===== src/rtl/dram_ctrl.sv =====
// ============================================================================
//  Module   : dram_ctrl
//  Purpose  : Host-side initiator for the 8-bit DRAM model. Serialises host
//             RD/WR/MRW/MRR requests onto the DRAM pins, tracks RL/WL shadows.
//  Options  : DRAM_CTRL_RD_TIMEOUT_EN - bounded wait for read data.
//  Revision : 1.0 - initial release
// ============================================================================
`default_nettype none

module dram_ctrl #(
   parameter int RL_RST = 8,
   parameter int WL_RST = 8,
   parameter int TO_CYC = 16
) (
   input  logic       CLK,
   input  logic       RST_N,
   input  logic       REQ_VALID,
   output logic       REQ_READY,
   input  logic [1:0] REQ_OP,
   input  logic [7:0] REQ_ADDR,
   input  logic [7:0] REQ_WDATA,
   output logic       RSP_VALID,
   output logic [7:0] RSP_RDATA,
   output logic       RSP_ERR,
   output logic       R,
   output logic       W,
   output logic       MRW,
   output logic       MRR,
   output logic [7:0] ADDR,
   output logic [7:0] DQ_IN,
   output logic       DRIV_VALID,
   input  logic       DQ_IE,
   input  logic [7:0] DQ_OUT,
   input  logic       DQ_OE,
   input  logic       DQ_OUT_VALID
);

   localparam logic [1:0] OP_RD  = 2'd0;
   localparam logic [1:0] OP_WR  = 2'd1;
   localparam logic [1:0] OP_MRW = 2'd2;
   localparam logic [1:0] OP_MRR = 2'd3;

   localparam logic [7:0] RL_RST_W = 8'(RL_RST);
   localparam logic [7:0] WL_RST_W = 8'(WL_RST);
   localparam logic [8:0] TO_W     = 9'(TO_CYC);

   typedef enum logic [2:0] {
      IDLE     = 3'd0,
      WR_WAIT  = 3'd1,
      WR_ACK   = 3'd2,
      RD_WAIT  = 3'd3,
      MRR_WAIT = 3'd4,
      RESP     = 3'd5
   } state_t;

   state_t     state_q, state_d;
   logic [1:0] op_q, op_d;
   logic [8:0] cnt_q, cnt_d;
   logic [7:0] rl_sh_q, rl_sh_d;
   logic [7:0] wl_sh_q, wl_sh_d;
   logic [7:0] addr_q, addr_d;
   logic [7:0] dq_in_q, dq_in_d;
   logic       r_q, r_d, w_q, w_d, mrw_q, mrw_d, mrr_q, mrr_d;
   logic       driv_valid_q, driv_valid_d;
   logic       req_ready_q, req_ready_d;
   logic       rsp_valid_q, rsp_valid_d;
   logic       rsp_err_q, rsp_err_d;
   logic [7:0] rsp_rdata_q, rsp_rdata_d;

   logic [8:0] cnt_inc;
   logic [8:0] rl_nom;
   logic [8:0] wl_ext;
   logic       unused_in;

   // Saturating so a long read wait can never wrap back into the valid window.
   assign cnt_inc   = (cnt_q == 9'h1FF) ? cnt_q : cnt_q + 9'd1;
   assign rl_nom    = {1'b0, rl_sh_q} + 9'd1;
   assign wl_ext    = {1'b0, wl_sh_q};
   assign unused_in = DQ_OUT_VALID ^ (^TO_W);

   always_comb begin
      state_d      = state_q;
      op_d         = op_q;
      cnt_d        = cnt_q;
      rl_sh_d      = rl_sh_q;
      wl_sh_d      = wl_sh_q;
      addr_d       = addr_q;
      dq_in_d      = dq_in_q;
      r_d          = 1'b0;
      w_d          = 1'b0;
      mrw_d        = 1'b0;
      mrr_d        = 1'b0;
      driv_valid_d = 1'b0;
      req_ready_d  = req_ready_q;
      rsp_valid_d  = 1'b0;
      rsp_err_d    = rsp_err_q;
      rsp_rdata_d  = rsp_rdata_q;

      case (state_q)
         IDLE: begin
            if (REQ_VALID && req_ready_q) begin
               op_d        = REQ_OP;
               addr_d      = REQ_ADDR;
               dq_in_d     = REQ_WDATA;
               cnt_d       = 9'd0;
               req_ready_d = 1'b0;
               case (REQ_OP)
                  OP_RD: begin
                     r_d     = 1'b1;
                     state_d = RD_WAIT;
                  end
                  OP_WR: begin
                     w_d          = 1'b1;
                     driv_valid_d = (wl_sh_q == 8'd0);
                     state_d      = WR_WAIT;
                  end
                  OP_MRW: begin
                     mrw_d   = 1'b1;
                     state_d = MRR_WAIT;
                  end
                  OP_MRR: begin
                     mrr_d   = 1'b1;
                     state_d = MRR_WAIT;
                  end
               endcase
            end
         end

         WR_WAIT: begin
            cnt_d = cnt_inc;
            if (cnt_q == wl_ext) begin
               state_d = WR_ACK;
            end else begin
               driv_valid_d = ((cnt_q + 9'd1) == wl_ext);
            end
         end

         WR_ACK: begin
            state_d     = RESP;
            rsp_valid_d = 1'b1;
            rsp_rdata_d = 8'h00;
            rsp_err_d   = !DQ_IE;
         end

         RD_WAIT: begin
            cnt_d = cnt_inc;
            if (DQ_OE) begin
               state_d     = RESP;
               rsp_valid_d = 1'b1;
               rsp_rdata_d = DQ_OUT;
               rsp_err_d   = (cnt_q < rl_nom);
            end
`ifdef DRAM_CTRL_RD_TIMEOUT_EN
            else if (cnt_q == ({1'b0, rl_sh_q} + TO_W)) begin
               state_d     = RESP;
               rsp_valid_d = 1'b1;
               rsp_rdata_d = 8'h00;
               rsp_err_d   = 1'b1;
            end
`endif
         end

         // Shared by MRW (finishes after cycle 0) and MRR (samples in cycle 1).
         MRR_WAIT: begin
            cnt_d = cnt_inc;
            if (op_q == OP_MRW) begin
               state_d     = RESP;
               rsp_valid_d = 1'b1;
               rsp_rdata_d = 8'h00;
               rsp_err_d   = (addr_q > 8'd1);
               if (addr_q == 8'd0) rl_sh_d = dq_in_q;
               if (addr_q == 8'd1) wl_sh_d = dq_in_q;
            end else if (cnt_q == 9'd1) begin
               state_d     = RESP;
               rsp_valid_d = 1'b1;
               rsp_rdata_d = (addr_q > 8'd1) ? 8'h00 : DQ_OUT;
               rsp_err_d   = (addr_q > 8'd1);
            end
         end

         RESP: begin
            state_d     = IDLE;
            req_ready_d = 1'b1;
         end

         default: begin
            state_d     = IDLE;
            req_ready_d = 1'b1;
         end
      endcase
   end

   always_ff @(posedge CLK or negedge RST_N) begin
      if (!RST_N) begin
         state_q      <= IDLE;
         op_q         <= OP_RD;
         cnt_q        <= 9'd0;
         rl_sh_q      <= RL_RST_W;
         wl_sh_q      <= WL_RST_W;
         addr_q       <= 8'h00;
         dq_in_q      <= 8'h00;
         r_q          <= 1'b0;
         w_q          <= 1'b0;
         mrw_q        <= 1'b0;
         mrr_q        <= 1'b0;
         driv_valid_q <= 1'b0;
         req_ready_q  <= 1'b1;
         rsp_valid_q  <= 1'b0;
         rsp_err_q    <= 1'b0;
         rsp_rdata_q  <= 8'h00;
      end else begin
         state_q      <= state_d;
         op_q         <= op_d;
         cnt_q        <= cnt_d;
         rl_sh_q      <= rl_sh_d;
         wl_sh_q      <= wl_sh_d;
         addr_q       <= addr_d;
         dq_in_q      <= dq_in_d;
         r_q          <= r_d;
         w_q          <= w_d;
         mrw_q        <= mrw_d;
         mrr_q        <= mrr_d;
         driv_valid_q <= driv_valid_d;
         req_ready_q  <= req_ready_d;
         rsp_valid_q  <= rsp_valid_d;
         rsp_err_q    <= rsp_err_d;
         rsp_rdata_q  <= rsp_rdata_d;
      end
   end

   assign REQ_READY  = req_ready_q;
   assign RSP_VALID  = rsp_valid_q;
   assign RSP_RDATA  = rsp_rdata_q;
   assign RSP_ERR    = rsp_err_q;
   assign R          = r_q;
   assign W          = w_q;
   assign MRW        = mrw_q;
   assign MRR        = mrr_q;
   assign ADDR       = addr_q;
   assign DQ_IN      = dq_in_q;
   assign DRIV_VALID = driv_valid_q;

endmodule

`default_nettype wire


===== config.mk =====
export PLATFORM = sky130hd
export DESIGN_NAME = dram_ctrl
export DESIGN_NICKNAME = d
export VERILOG_FILES = /design/src/rtl/dram_ctrl.sv
export SDC_FILE = /design/constraint.sdc
export NUM_CORES = 1
export LEC_CHECK = 0
export ABC_AREA = 1
export CAP_MARGIN = 5
export CORE_MARGIN = 3
export CORE_UTILIZATION = 44
export DETAILED_ROUTE_END_ITERATION = 12
export HOLD_SLACK_MARGIN = 0.05
export PLACE_DENSITY_LB_ADDON = 0.15
export REMOVE_ABC_BUFFERS = 1
export SYNTH_ARGS = -nofsm -noshare
export SYNTH_HDL_FRONTEND = slang
export SYNTH_SLANG_ARGS = --single-unit

===== constraint.sdc =====
create_clock -name CLK -period 2.69 [get_ports CLK]
set_clock_uncertainty 0.1 [all_clocks]
set_input_delay 0.6725 -clock CLK [delete_from_list [all_inputs] [get_ports CLK]]
set_output_delay 0.6725 -clock CLK [all_outputs]
set_load 0.01 [all_outputs]

==> out/results.ini, run 1 <==
[setup_path]
critPathBufInv=1
path_cells=clkdlybuf4s50_1
reg2reg_to=RSP_ERR
worstSetupPathType=flop to primary output
timing.rr.start=rl_sh_q[0]
end_kind=primary output
cp-endpoint=REQ_READY
r2r_cells=10
slowest_delay_ps=540
required_ps=1920
crit_family=flip-flops
reg2reg_slack_ps=540
critPathArrivalTime_ps=1400
cp_slowest_cell=dfstp_2
critPathMaxFanout=3
cp.depth=1
startpoint_type=flop
crit_start=REQ_READY

[global_routing]
grt_pass1_vias=2753
track_usage=0.1894
grt_max_degree=39
antenna_found_initial=0
grt_overflow=0
grt_pass1_wl_mm=12.95

[place]
gp_congestion=0.8893
dp_cells=571
io_buffers=62
dpl.hpwl_mm=5.764
pre_cts_ws_ps=455.7

[synth]
async_flop_share=1.000
synth_cell_types=33
syn_area_per_cell_um2=8.125
synth_edf_count=0
seq_area_frac_synth=0.4635
synth_area_um2=3356
ys.flop_type=dfrtp_1
synth_cells=413
yosysWarningCount=0
synth-seq-cells=62

[clock_network]
clk_pin_slew_ps=70
cts_sinks=62
root_buffer=clkbuf_8
cts.path.max_buffers=2
hold_buffers=0
postCtsSetupRepairBufs=0
cts_tree=built
clock_latency_ps=330
cts-resized-gates=0
cts_buffers=9
htreeDepth=3

[detailed_routing]
dr.pass1.iters=4
wire_per_inst_um=13.02
dr.first_iter.drc_count=195
ant_nets=0
vias_per_cell=4.905
vias=2879
drt_wl_total_mm=7.640
drc=0

[cells_and_area]
fin_nets=527
stdcell_count=587
final_common_cell=nand2_1
fin_util=0.5795
num-fill-cells=668
final_cell_mix=nand2_1, clkdlybuf4s50_1, dfrtp_1
layout-drive-gt1-share=0.1004
diodes=0
syn2layout_area_growth_pct=26.58

[timing]
setup_viol=0
min_period_ps=2171
rsz0062_at_grt=no
maxSlewViolCount=0
slew_headroom=0.6072
fin_crit_sh=0.8070
fin_tns_setup_ps=0
hold_viol=0
worst_slew_pin_slew_ps=589.2
fin_ws_ps=519.3
clock.fmax_ghz=0.4607

[die]
coreArea_um2=7331
die_y_um=93.33
die_w_um=93.33
ios=64
start_util=0.4578
rows=31
dieArea_um2=8710

[status]
status=completed

[min_path]
hp-class=primary input to asynchronous set/reset pin

[pwr]
p_leak_nw=2.033
ir_drop_mv=0.4899
powerDensity_nw_per_um2=1027

[job]
drv_cap=0

==> cell usage after synthesis, types with 2 or more instances <==
cell type  number  area [um^2]
nor2_4          2        22.52
o21ai_1         9        45.04
buf_6           3        33.78
nand2_4         2        22.52
o21ai_0        22        110.1
xnor2_1         2        17.52
nand4_1         5        31.28
o21ai_2         9        78.83
o211ai_1        2        15.01
ha_1           12        150.1
nor4_1          3        18.77
nor3_1          5        25.02
buf_2           2        10.01
a21oi_1         8        40.04
nand2_2         3        18.77
xor2_1          8        70.07
dfstp_2         3        78.83
o22ai_1         5        31.28
inv_2           3        11.26
nand2_1       128        480.5
inv_1          46        172.7
nor2_2          2        12.51
nand3_2         3        30.03
nand3_1        28        140.1
nand3b_1        2        15.01
nand3_4         2        35.03
dfrtp_1        59         1476
nor2_1         30        112.6
==> sequential cells by signal (all words and copies together), names as in the netlist, 2 cells and up <==
| name | flops |
|---|---|
| RSP_RDATA | 8 |
| DQ_IN | 8 |
| state_q | 3 |
| cnt_q | 9 |
| wl_sh_q | 8 |
| op_q | 2 |
| rl_sh_q | 8 |
| ADDR | 8 |
==> routing by layer <==
metal	vias up	part of all wire	GRT usage
li1	1480	-	-
met1	1331	0.49	0.2690
met2	61	0.45	0.2853
met3	7	0.044	0.04988
met4	0	0.012	0.05372
met5	-	0	0
==> cells by family (layout without fill, tap and decap cells) <==
group                    after synthesis  count (layout)  synth area share
AND/OR/NAND/NOR                      218             218            0.2979
flip-flops                            62              62            0.4635
AO/OA/AOI/OAI                         57              57           0.09993
buffers and inverters                 54             129           0.06786
adder cells (fa/ha/maj)               12              12           0.04474
XOR/XNOR                              10              10           0.02610
==> worst min-delay path by stage <==
stage / depth (start not counted) / slack [ps] / to / from
floorplan: 0 / 280 / ADDR[0] / RST_N
global placement: 2 / 360 / RSP_RDATA[0] / RSP_RDATA[0]
detailed placement: 2 / 370 / op_q[0] / op_q[0]
CTS: 1 / 250 / cnt_q[7] / RST_N
global route: 1 / 260 / cnt_q[7] / RST_N
finish: 1 / 240 / cnt_q[7] / RST_N
==> per-stage QoR <==
stage          area [um^2]  total power [mW]  hold slack, ps
2_1_floorplan         3312             2.871           276.9
3_3_place_gp          4079             3.628           361.7
5_1_grt               4248             4.754           260.4
4_1_cts               4248             4.407           250.5
6_report              4248             4.362           236.7
3_5_place_dp          4079             3.672           369.7
==> cell type report <==
type | count | area [um^2] | share of cell area
multi-input cells | 297 | 1573 | 0.3703
flip-flops and latches | 62 | 1555 | 0.3661
repair buffers | 64 | 643.1 | 0.1514
inverters | 49 | 183.9 | 0.04330
clock buffers | 12 | 145.1 | 0.03417
well taps | 99 | 123.9 | 0.02916
clock inverters | 4 | 23.77 | 0.005596
==> power breakdown <==
group	internal [mW]	switching (mW)
clock network	0.357	0.358
registers	1.25	0.296
logic	0.891	1.21
total	2.50	1.86
Note: power is estimated with default switching activity, not from simulation.
==> run 2, diff against run 1 <==
==> constraint.sdc (replaced) <==
create_clock -name CLK -period 2.1 [get_ports CLK]
set_clock_uncertainty 0.1 [all_clocks]
set_input_delay 0.525 -clock CLK [delete_from_list [all_inputs] [get_ports CLK]]
set_output_delay 0.525 -clock CLK [all_outputs]
set_load 0.01 [all_outputs]
==> run 2 against run 1 <==
  * Clock power rose by 29%
  * Highest routed layer unchanged
  * Clock-buffer cell count did not move
  * Largest cell class unchanged
  * First-iteration DRC count rose by 25%
==> out/results.ini, run 2 (synthesis gave the netlist of run 1 again) <==
[status]
status=completed

[clock_network]
cts_tree=built
cts_buffers=9
clock_latency_ps=350
root_buffer=clkbuf_8
cts.path.max_buffers=2
hold_buffers=0
cts_sinks=62
clk_pin_slew_ps=70
htreeDepth=3

[place]
dpl.hpwl_mm=5.933
pre_cts_ws_ps=-8.980
io_buffers=62
dpl-instance-area_um2=4197
gp_congestion=0.9006
dp_cells=585

[cells_and_area]
final_common_cell=nand2_1
largest_register_ffs=9
diodes=0
stdcell_count=604
stdcell_area_um2=4437
layout-drive-gt1-share=0.1485
final_cell_mix=nand2_1, clkdlybuf4s50_1, dfrtp_1
syn2layout_area_growth_pct=32.21
regMostFlops=cnt_q
fin_nets=544

[timing]
fin_tns_setup_ps=0
clock.fmax_ghz=0.4887
maxSlewViolCount=0
min_period_ps=2046
fin_crit_sh=0.9744
rsz0062_at_grt=yes
slew_headroom=0.7139
fin_ws_ps=53.82
setup_viol=0
worst_slew_pin_slew_ps=425.9
hold_viol=0

[setup_path]
critPathArrivalTime_ps=2220
r2r_cells=8
startpoint_type=flop
path_cells=nand3_2 -> nand3b_1 -> nand3b_1 -> ha_4 -> a21oi_2 -> o21a_1 -> nand4_1 -> a21oi_1
end_kind=flop
reg2reg_to=RSP_ERR
timing.rr.start=rl_sh_q[3]
required_ps=2280
slowest_delay_ps=570
worstSetupPathType=flop to flop
crit_path_frequent_cell=nand3b_1
reg2reg_slack_ps=50
cp_slowest_cell=dfstp_2
critPathMaxFanout=4

[die]
start_util=0.4578
die_w_um=93.33
dieArea_um2=8710
rows=31
coreArea_um2=7331
die_y_um=93.33
ios=64

[detailed_routing]
dr.pass1.iters=4
drc=0
dr.first_iter.drc_count=243
vias=2960
vias_per_cell=4.901
wire_per_inst_um=13.42
ant_nets=0
drt_wl_total_mm=8.104

[pwr]
power_mw=5.782
powerDensity_nw_per_um2=1303
p_leak_nw=2.112
ir_drop_mv=0.7595

[global_routing]
antenna_found_initial=0
grt_pass1_wl_mm=13.58
grt_pass1_vias=2804
grt_overflow=0
grt_max_degree=63
track_usage=0.2000

[job]
drv_cap=0

[min_path]
hp-class=primary input to asynchronous set/reset pin

## run 2: cell types whose count changed in the layout (fill, tap and decap cells not counted), sizes merged
cell / previous run / this run
buf: 3 / 20
clkinv: 4 / 2
clkinvlp: 0 / 2
## run 2: stage by stage
step                      hold WS, ps    util
after CTS                       85.31  0.5960
after global placement          362.4  0.5725
after detailed placement        370.9  0.5725
final                           65.74  0.6052
after floorplan                 129.4       -
after global routing            102.7  0.6052
## run 2: cell type report
class | count | area [um^2]
timing repair buffer | 81 | 783.3
inverter | 49 | 183.9
sequential | 62 | 1555
tap | 99 | 123.9
clock buffer | 12 | 145.1
fill | 650 | 2894
multi-input combinational | 297 | 1620
clock inverter | 4 | 25.02
## run 2: how the worst max path moves through the flow
stage,endpoint,startpoint
3_3_place_gp,RSP_ERR,rl_sh_q[1]
4_1_cts,RSP_ERR,rl_sh_q[1]
3_5_place_dp,RSP_ERR,rl_sh_q[1]
6_report,RSP_ERR,rl_sh_q[3]
2_1_floorplan,RSP_ERR,rl_sh_q[0]
5_1_grt,RSP_ERR,rl_sh_q[3]
## run 2: worst max-delay path, delay by kind of cell, from the launching register on
kind | cells | cell delay (ps)
and+or+nand+nor | 4 | 620
adders and majority gates | 1 | 280
AOI/OAI and AO/OA | 3 | 410
DFF | 1 | 570
## run 2: report_power, final
part	leakage, nW	total [mW]	switching [mW]	internal, mW
Sequential	0.814	1.95	0.340	1.61
Combinational	1.22	2.92	1.65	1.26
Clock	0.0824	0.921	0.465	0.457
Total	2.11	5.78	2.46	3.33
## run 2: metal layers
metal	global-route usage	routed length [um]	vias to the layer above
li1	-	-	1518
met1	0.2870	3909	1361
met2	0.2901	3698	67
met3	0.04344	341	14
met4	0.08669	154	0
met5	0	0	-
## run 2: timing repair
| action | CTS | global route |
|---|---|---|
| cloned | 0 | 0 |
| pin swaps | 0 | 7 |
| setup buffers | 0 | 3 |
| gates resized for setup | 1 | 9 |
| setup endpoints to repair | 1 | 2 |
==> run 3, diff against run 2 <==
--- a/config.mk
+++ b/config.mk
@@ -11,7 +11,7 @@
 export CORE_UTILIZATION = 44
 export DETAILED_ROUTE_END_ITERATION = 12
 export HOLD_SLACK_MARGIN = 0.05
-export PLACE_DENSITY_LB_ADDON = 0.15
+export PLACE_DENSITY = 0.78
 export REMOVE_ABC_BUFFERS = 1
 export SYNTH_ARGS = -nofsm -noshare
 export SYNTH_HDL_FRONTEND = slang
==> run 3 against run 2 <==
  * Routed wire length is 0.96% lower
  * Setup slack got worse by 7.8 ps
  * Sequential cell count unchanged
  * Worst hold slack improved by 320 ps
  * Critical path type unchanged
  * Largest cell class unchanged
==> out/results.ini, run 3 (synthesis gave the netlist of run 1 again) <==
[place]
gp_congestion=0.9745
dpl-instance-area_um2=4184
io_buffers=62
dp_cells=585
dpl.hpwl_mm=6.098

[cells_and_area]
stdcell_area_um2=4372
diodes=0
largest_register_ffs=9
fin_nets=543
stdcell_count=603
layout-drive-gt1-share=0.1369
final_cell_mix=nand2_1, clkdlybuf4s50_1, dfrtp_1
syn2layout_area_growth_pct=30.28
regMostFlops=cnt_q
final_common_cell=nand2_1

[detailed_routing]
dr.first_iter.drc_count=333
drc=0
dr.pass1.iters=5
ant_nets=0
vias=3000
vias_per_cell=4.975
wire_per_inst_um=13.31
drt_wl_total_mm=8.026

[pwr]
powerDensity_nw_per_um2=1306
p_clk_frac=0.155
switching_share=0.4293
ir_drop_mv=0.7521
power.net_switching_mw=2.451
p_int_mw=3.259
comb_power_share=0.504
power_mw=5.710
power_frac_seq=0.341
p_leak_nw=2.097

[global_routing]
track_usage=0.1999
grt_pass1_vias=2956
grt_pass1_wl_mm=13.64
grt_overflow=0
grt_max_degree=36
antenna_found_initial=0

[die]
start_util=0.4578
dieArea_um2=8710
ios=64
coreArea_um2=7331
rows=31
die_w_um=93.33
die_y_um=93.33

[setup_path]
required_ps=2230
startpoint_type=flop
worstSetupPathType=flop to flop
critPathMaxFanout=4
critPathArrivalTime_ps=2190
end_kind=flop
r2r_cells=9

[min_path]
worstHoldPathCells=2
hp-class=flop to flop

[timing]
slew_headroom=0.7317
min_period_ps=2054
fin_tns_setup_ps=0
worst_slew_pin_slew_ps=398.8
maxSlewViolCount=0
rsz0062_at_grt=yes
hold_viol=0
setup_viol=0
fin_crit_sh=0.9781
clock.fmax_ghz=0.4869

[clock_network]
clock_latency_ps=350
root_buffer=clkbuf_8
cts.path.max_buffers=2
cts_buffers=9
clk_pin_slew_ps=70
htreeDepth=3
cts_tree=built
cts_sinks=62

[job]
drv_cap=0

[status]
status=completed

run 3: cell types whose count changed in the layout (fill, tap and decap cells not counted), moves of 2 or more:
cell	delta
a21oi_1	+2
a21oi_2	-2
clkinv_2	+2
ha_4	-2
run 3: power groups by stage:
stage,registers [mW],logic (mW),clock network (mW)
after floorplan,2.03,1.64,0
after global placement,1.94,2.76,0
after detailed placement,1.96,2.83,0
after CTS,1.95,2.86,0.906
after global routing,2.01,3.24,0.965
final,1.95,2.88,0.887
run 3: worst paths after layout:
kind,startpoint,end,slack [ps]
min in group asynchronous,RST_N,cnt_q[3],510
setup reg to reg,rl_sh_q[3],RSP_ERR,50
hold reg to reg,RSP_RDATA[2],RSP_RDATA[2],390
max in group asynchronous,RST_N,rl_sh_q[3],820
hold / removal,RSP_RDATA[2],RSP_RDATA[2],390
setup / recovery,rl_sh_q[3],RSP_ERR,50
run 3: final cells by class:
class                           instances  area [um^2]
Timing Repair Buffer                   80        765.7
Tap cell                               99        123.9
Sequential cell                        62         1556
Clock buffer                           11        131.4
Clock inverter                          5        27.53
Inverter                               49        183.9
Fill cell                             636         2959
Multi-Input combinational cell        297         1583
run 3: timing repair:
item,4_1_cts,5_1_grt
pin swaps,0,6
hold buffers,1,0
endpoints found under the setup margin,1,2
endpoints found under the hold margin,12,0
resized for setup,1,4
buffers inserted,0,1
run 3: metrics by stage:
| stage | worst slack, ps | hold WS, ps | util |
|---|---|---|---|
| after global placement | 57.24 | 354.9 | 0.5707 |
| after detailed placement | -9.000 | 355.4 | 0.5707 |
| after global routing | -82.86 | 416.8 | 0.5963 |
| after floorplan | 178.8 | 129.4 | - |
| after CTS | 2.875 | 384.6 | 0.5941 |
| final | 46.05 | 385.6 | 0.5963 |
run 3: critical path, stage by stage (launching register included):
cell and delay [ps]:
dfstp_2 560, nand3_1 90, nand3b_1 190, nand3b_1 180, ha_1 300, nand2_1 80
nor2_2 140, o211ai_1 100, nand4_1 120, a21oi_1 70
run 3: metal layers:
| metal | GRT usage | vias up | routed length [um] |
|---|---|---|---|
| li1 | - | 1509 | - |
| met1 | 0.2574 | 1368 | 3637 |
| met2 | 0.3163 | 92 | 3740 |
| met3 | 0.04666 | 31 | 383 |
| met4 | 0.09646 | 0 | 265 |
| met5 | 0 | - | 0 |
